## src/rtl/pi_loop_scheduler.sv

```systemverilog
// Sample-rate scheduler for the PI loop: divider tick, ADC -> PI -> DAC
// sequencing, handshake watchdog, overrun counting and sticky timeout flag.
//
// Ports:
//   clk, reset     rising-edge clock, async active-high reset
//   enable         loop run enable
//   sample_div     sample period minus one, in clk cycles
//   clear_err      clears timeout_err and overrun_cnt
//   adc_start/done ADC conversion request / completion pulse
//   pi_start/done  PI computation request / completion pulse
//   pi_u           PI control word, valid with pi_done
//   dac_ready      DAC can accept a word
//   dac_load/data  DAC load strobe and held control word
//   busy           a loop cycle is in progress
//   overrun_cnt    saturating count of dropped ticks
//   timeout_err    sticky handshake timeout flag
module pi_loop_scheduler #(
  parameter int DIV_W   = 16,
  parameter int TIMEOUT = 255,
  parameter int CNT_W   = 8
) (
  input  logic             clk,
  input  logic             reset,
  input  logic             enable,
  input  logic [DIV_W-1:0] sample_div,
  input  logic             clear_err,
  output logic             adc_start,
  input  logic             adc_done,
  output logic             pi_start,
  input  logic             pi_done,
  input  logic [15:0]      pi_u,
  input  logic             dac_ready,
  output logic             dac_load,
  output logic [15:0]      dac_data,
  output logic             busy,
  output logic [CNT_W-1:0] overrun_cnt,
  output logic             timeout_err
);

  localparam int WD_W = $clog2(TIMEOUT + 1);
  localparam logic [WD_W-1:0] WD_LAST = WD_W'(TIMEOUT - 1);

  typedef enum logic [2:0] {
    IDLE,
    WAIT_TICK,
    ADC_REQ,
    ADC_WAIT,
    PI_REQ,
    PI_WAIT,
    DAC_WAIT,
    DAC_LOAD
  } state_t;

  state_t           state_q, state_d;
  logic [DIV_W-1:0] div_q, div_d;
  logic [WD_W-1:0]  wd_q, wd_d;
  logic [15:0]      hold_q, hold_d;
  logic             adc_start_q, adc_start_d;
  logic             pi_start_q, pi_start_d;
  logic             dac_load_q, dac_load_d;
  logic [15:0]      dac_data_q, dac_data_d;
  logic             busy_q, busy_d;
  logic [CNT_W-1:0] ovr_q, ovr_d;
  logic             terr_q, terr_d;

  logic tick;
  logic expired;
  logic abort;
  logic in_wait;

  always_comb begin
    tick    = enable && (div_q >= sample_div);
    div_d   = (!enable || tick) ? '0 : div_q + DIV_W'(1);
    expired = (wd_q == WD_LAST);
    state_d = state_q;
    hold_d  = hold_q;
    abort   = 1'b0;

    unique case (state_q)
      IDLE:      if (enable) state_d = WAIT_TICK;
      WAIT_TICK: begin
        if (!enable)   state_d = IDLE;
        else if (tick) state_d = ADC_REQ;
      end
      ADC_REQ:   state_d = ADC_WAIT;
      ADC_WAIT: begin
        if (adc_done)     state_d = PI_REQ;
        else if (expired) abort = 1'b1;
      end
      PI_REQ:    state_d = PI_WAIT;
      PI_WAIT: begin
        if (pi_done) begin
          hold_d  = pi_u;
          state_d = DAC_WAIT;
        end else if (expired) begin
          abort = 1'b1;
        end
      end
      DAC_WAIT: begin
        if (dac_ready)    state_d = DAC_LOAD;
        else if (expired) abort = 1'b1;
      end
      DAC_LOAD:  state_d = enable ? WAIT_TICK : IDLE;
      default:   state_d = IDLE;
    endcase

    // An arriving event in the expiry cycle takes the normal path above,
    // so abort is only raised when nothing came.
    if (abort) state_d = enable ? WAIT_TICK : IDLE;

    in_wait = (state_q == ADC_WAIT) || (state_q == PI_WAIT) ||
              (state_q == DAC_WAIT);
    wd_d = (in_wait && state_d == state_q) ? wd_q + WD_W'(1) : '0;

    ovr_d = ovr_q;
    if (tick && state_q != WAIT_TICK && ovr_q != '1)
      ovr_d = ovr_q + CNT_W'(1);
    terr_d = terr_q | abort;
    if (clear_err) begin
      ovr_d  = '0;
      terr_d = 1'b0;
    end

    adc_start_d = (state_d == ADC_REQ);
    pi_start_d  = (state_d == PI_REQ);
    dac_load_d  = (state_d == DAC_LOAD);
    dac_data_d  = dac_load_d ? hold_d : dac_data_q;
    busy_d      = !((state_d == IDLE) || (state_d == WAIT_TICK));
  end

  always_ff @(posedge clk or posedge reset) begin
    if (reset) begin
      state_q     <= IDLE;
      div_q       <= '0;
      wd_q        <= '0;
      hold_q      <= '0;
      adc_start_q <= 1'b0;
      pi_start_q  <= 1'b0;
      dac_load_q  <= 1'b0;
      dac_data_q  <= '0;
      busy_q      <= 1'b0;
      ovr_q       <= '0;
      terr_q      <= 1'b0;
    end else begin
      state_q     <= state_d;
      div_q       <= div_d;
      wd_q        <= wd_d;
      hold_q      <= hold_d;
      adc_start_q <= adc_start_d;
      pi_start_q  <= pi_start_d;
      dac_load_q  <= dac_load_d;
      dac_data_q  <= dac_data_d;
      busy_q      <= busy_d;
      ovr_q       <= ovr_d;
      terr_q      <= terr_d;
    end
  end

  assign adc_start   = adc_start_q;
  assign pi_start    = pi_start_q;
  assign dac_load    = dac_load_q;
  assign dac_data    = dac_data_q;
  assign busy        = busy_q;
  assign overrun_cnt = ovr_q;
  assign timeout_err = terr_q;

endmodule

```

## config.mk

```make
export PLATFORM = sky130hd
export DESIGN_NAME = pi_loop_scheduler
export DESIGN_NICKNAME = d
export VERILOG_FILES = /design/src/rtl/pi_loop_scheduler.sv
export SDC_FILE = /design/constraint.sdc
export NUM_CORES = 1
export LEC_CHECK = 0
export ABC_AREA = 0
export BUFFER_PORTS_ARGS = -buffer_cell sky130_fd_sc_hd__buf_2
export CORE_MARGIN = 4
export CORE_UTILIZATION = 50
export DETAILED_ROUTE_END_ITERATION = 16
export PLACE_DENSITY_LB_ADDON = 0.12
export SLEW_MARGIN = 40
export SYNTH_ARGS = -nofsm -noshare
export SYNTH_HDL_FRONTEND = slang
export SYNTH_SLANG_ARGS = --single-unit
```

## constraint.sdc

```tcl
create_clock -name clk -period 2.5 [get_ports clk]
set_clock_uncertainty 0.15 [all_clocks]
set_input_delay 0.125 -clock clk [delete_from_list [all_inputs] [get_ports clk]]
set_output_delay 0.125 -clock clk [all_outputs]
set_load 0.05 [all_outputs]
```

==> flow_metrics.py <==
metrics = {
    "setup_path": {
        "rr_endpoint": "wd_q[1]",
        "crit_path_start": "div_q[2]",
        "crit_fanout": 8,
        "slowest_delay_ns": 0.54,
        "critPathKind": "reg -> reg",
        "crit_arrival_ns": 2.73,
        "cpMostUsedCell": "buf_4",
        "reg2reg_slack_ns": -0.11,
        "path_cells": "ha_2 -> or4_4 -> a21oi_4 -> a2111oi_4 -> buf_4 -> buf_4 -> nor4b_4 -> o221ai_2 -> buf_6 -> nor3_2",
        "cp-end-kind": "flip-flop",
        "worstReg2RegStart": "div_q[2]",
        "crit_required_ns": 2.61,
        "worstSetupStartpointType": "flip-flop",
        "crit_family": "simple AND/OR/NAND/NOR gates",
        "reg2regPathDepth": 10,
        "cp.buffers_inverters": 3,
        "crit_slowest_cell": "or4_4",
    },
    "sta": {
        "fin_crit_ns": 2.61,
        "rsz0062_at_grt": "yes",
        "fin_crit_sh": 1.04,
        "holdWs_ns": 0.00332,
        "maxSlewViolCount": 0,
        "hold_violations": 0,
        "tightestPinTransition_ns": 0.607,
        "fmax_ghz": 0.383,
        "slew_headroom": 0.595,
        "finalSetupViolCount": 16,
        "fin_ws_ns": -0.112,
    },
    "yosys": {
        "seq_area_frac_synth": 0.488,
        "yosysTopAreaCell": "dfrtp_1",
        "ys_top_cells_by_count": "dfrtp_1 (72), nor2_1 (31), mux2_2 (23)",
        "synthesis.area_sq_um": 3690,
        "yosys_register_bits": 72,
        "yosysWarnings": 0,
        "syn_nets": 399,
        "ys_types": 53,
        "synthArstFlopShare": 1.00,
        "netlist.area_leader.share": 0.488,
        "netlist_instances": 340,
        "synth_edf_count": 0,
        "synth_ff_type": "dfrtp_1",
        "yosysMostFrequentCell": "dfrtp_1",
        "synth_area_per_cell_sq_um": 10.9,
        "ys_top_cells_by_area": "dfrtp_1 (49%), mux2_2 (7.0%), ha_1 (6.8%)",
    },
    "cells_and_area": {
        "area_growth_pct": 35.4,
        "regArea_sq_um": 1800,
        "post-route-util": 0.693,
        "final_cell_count_no_fill": 570,
        "drive_gt1_frac": 0.391,
        "antenna_cells": 0,
        "final_nets": 525,
        "multi_input_area_sq_um": 1930,
        "fin_area_sq_um": 5000,
        "fillCellCount": 574,
    },
    "hold_path": {
        "worstHoldEndpoint": "div_q[1]",
        "worstHoldPathCells": 2,
        "min_from": "enable",
        "worstHoldPathType": "in -> reg",
    },
    "clocking": {
        "cts_root_buffer": "clkbuf_8",
        "clkSinkCount": 72,
        "cts_tree": "yes",
        "clkTransAtPathRegs_ns": 0.08,
        "cts_htree_levels": 3,
        "numCtsBuffers": 9,
        "clock_latency_ns": 0.34,
        "clk_path_buf_depth": 2,
    },
    "power_and_ir_drop": {
        "fin_total_pwr_mw": 4.24,
        "p_leak_nw": 2.37,
        "p_per_area_nw_per_um2": 850,
        "peakVddDrop_v": 0.000795,
    },
    "outcome": {
        "status": "finished with violations",
        "violations": "negative setup slack",
    },
    "placed_design": {
        "dp_hpwl_um": 5380,
        "portBuffers": 67,
        "place_area_sq_um": 4320,
        "placedCellCount": 524,
        "place_congestion": 0.867,
    },
    "grt": {
        "grt_max_degree": 47,
        "grt_pass1_vias": 2915,
        "grt_pass1_wl_um": 13100,
        "grt_usage": 0.188,
        "overflow": 0,
        "antenna_found_initial": 0,
    },
    "floorplanning": {
        "fp.coreArea_sq_um": 7210,
        "io_pins": 68,
        "die_h_um": 93.9,
        "num_rows": 31,
        "die-area_sq_um": 8820,
        "initial_core_util": 0.511,
        "dieWidth_um": 93.9,
    },
    "route": {
        "first_iter_violations": 85,
        "route.final.wire_length_um": 8000,
        "vias": 2921,
        "avgViaCountPerCell": 5.12,
        "ant_nets": 0,
        "route.detailed.drc": 0,
        "first_pass_iters": 4,
        "routedWlPerCell_um": 14.0,
    },
    "job": {
        "maxCapViolCount": 0,
    },
}
## metal layers
| layer | track usage | wire (um) | vias up |
|---|---|---|---|
| met1 | 0.235 | 3480 | 1406 |
| met3 | 0.0353 | 293 | 12 |
| met4 | 0.0674 | 123 | 0 |
| met5 | 0 | 0 | - |
| met2 | 0.324 | 4100 | 58 |
| li1 | - | - | 1445 |
## cells in the final DEF, fill, tap and decap left out, drive strengths merged, types with 3 or more instances in the layout
master,count
o21ai,16
dlygate4sd3,19
buf,105
dfrtp,72
nand4,4
mux2,32
clkbuf,9
nand2,21
and3,3
and4,3
a21o,3
or3,6
a211oi,3
inv,25
nor2,31
ha,20
nand2b,3
nand3,16
xor2,14
a21oi,15
xnor2,8
nor2b,4
nor3,11
## worst max path at each step
stage | to | slack, ns | depth (start not counted)
global route | wd_q[1] | -0.20 | 10
floorplan | overrun_cnt[3] | 0.02 | 8
detailed placement | overrun_cnt[7] | -0.18 | 7
finish | wd_q[1] | -0.11 | 10
global placement | overrun_cnt[7] | -0.13 | 7
CTS | overrun_cnt[7] | -0.1 | 8
## sequential cells by signal, summed over array words and instances, names as in the netlist, 3 cells and up
name,flops
hold_q,16
state_q,3
wd_q,8
overrun_cnt,8
div_q,16
dac_data,16
## kinds of logic (layout without fill, tap and decap cells)
kind of cell	after synthesis	after routing	synth area share
AO/OA/AOI/OAI	50	50	0.0966
XOR/XNOR	22	22	0.0522
adder cells (fa/ha/maj)	20	20	0.0678
buffers and inverters	30	161	0.0370
flip-flops	72	72	0.488
multiplexers	33	33	0.100
AND/OR/NAND/NOR	113	113	0.158
## power breakdown
part           total [mW]  leakage (nW)  internal, mW  switching [mW]
logic                1.67          1.34         0.626            1.04
clock network       0.968         0.100         0.482           0.486
registers            1.61         0.934          1.47           0.142
## through the flow
step	TNS (ns)	setup slack (ns)
floorplan	0	0.0246
detailed placement	-4.41	-0.180
global placement	-2.57	-0.126
global route	-4.30	-0.199
CTS	-0.958	-0.0996
finish	-0.787	-0.112
## timing repair
action,4_1_cts,5_1_grt
setup buffers,4,7
endpoints found under the hold margin,63,0
setup endpoints to repair,32,50
gates resized for setup,7,35
gates cloned,0,0
hold buffers,19,0
pin swaps,3,24
## layout make-up
cell class,count,share of cell area
Clock inverter,7,0.0170
Multi-Input combinational cell,238,0.386
Tap cell,99,0.0248
Clock buffer,9,0.0248
Inverter,21,0.0158
Sequential cell,72,0.361
Timing Repair Buffer,124,0.170
Power figures use the tool's default switching activity.
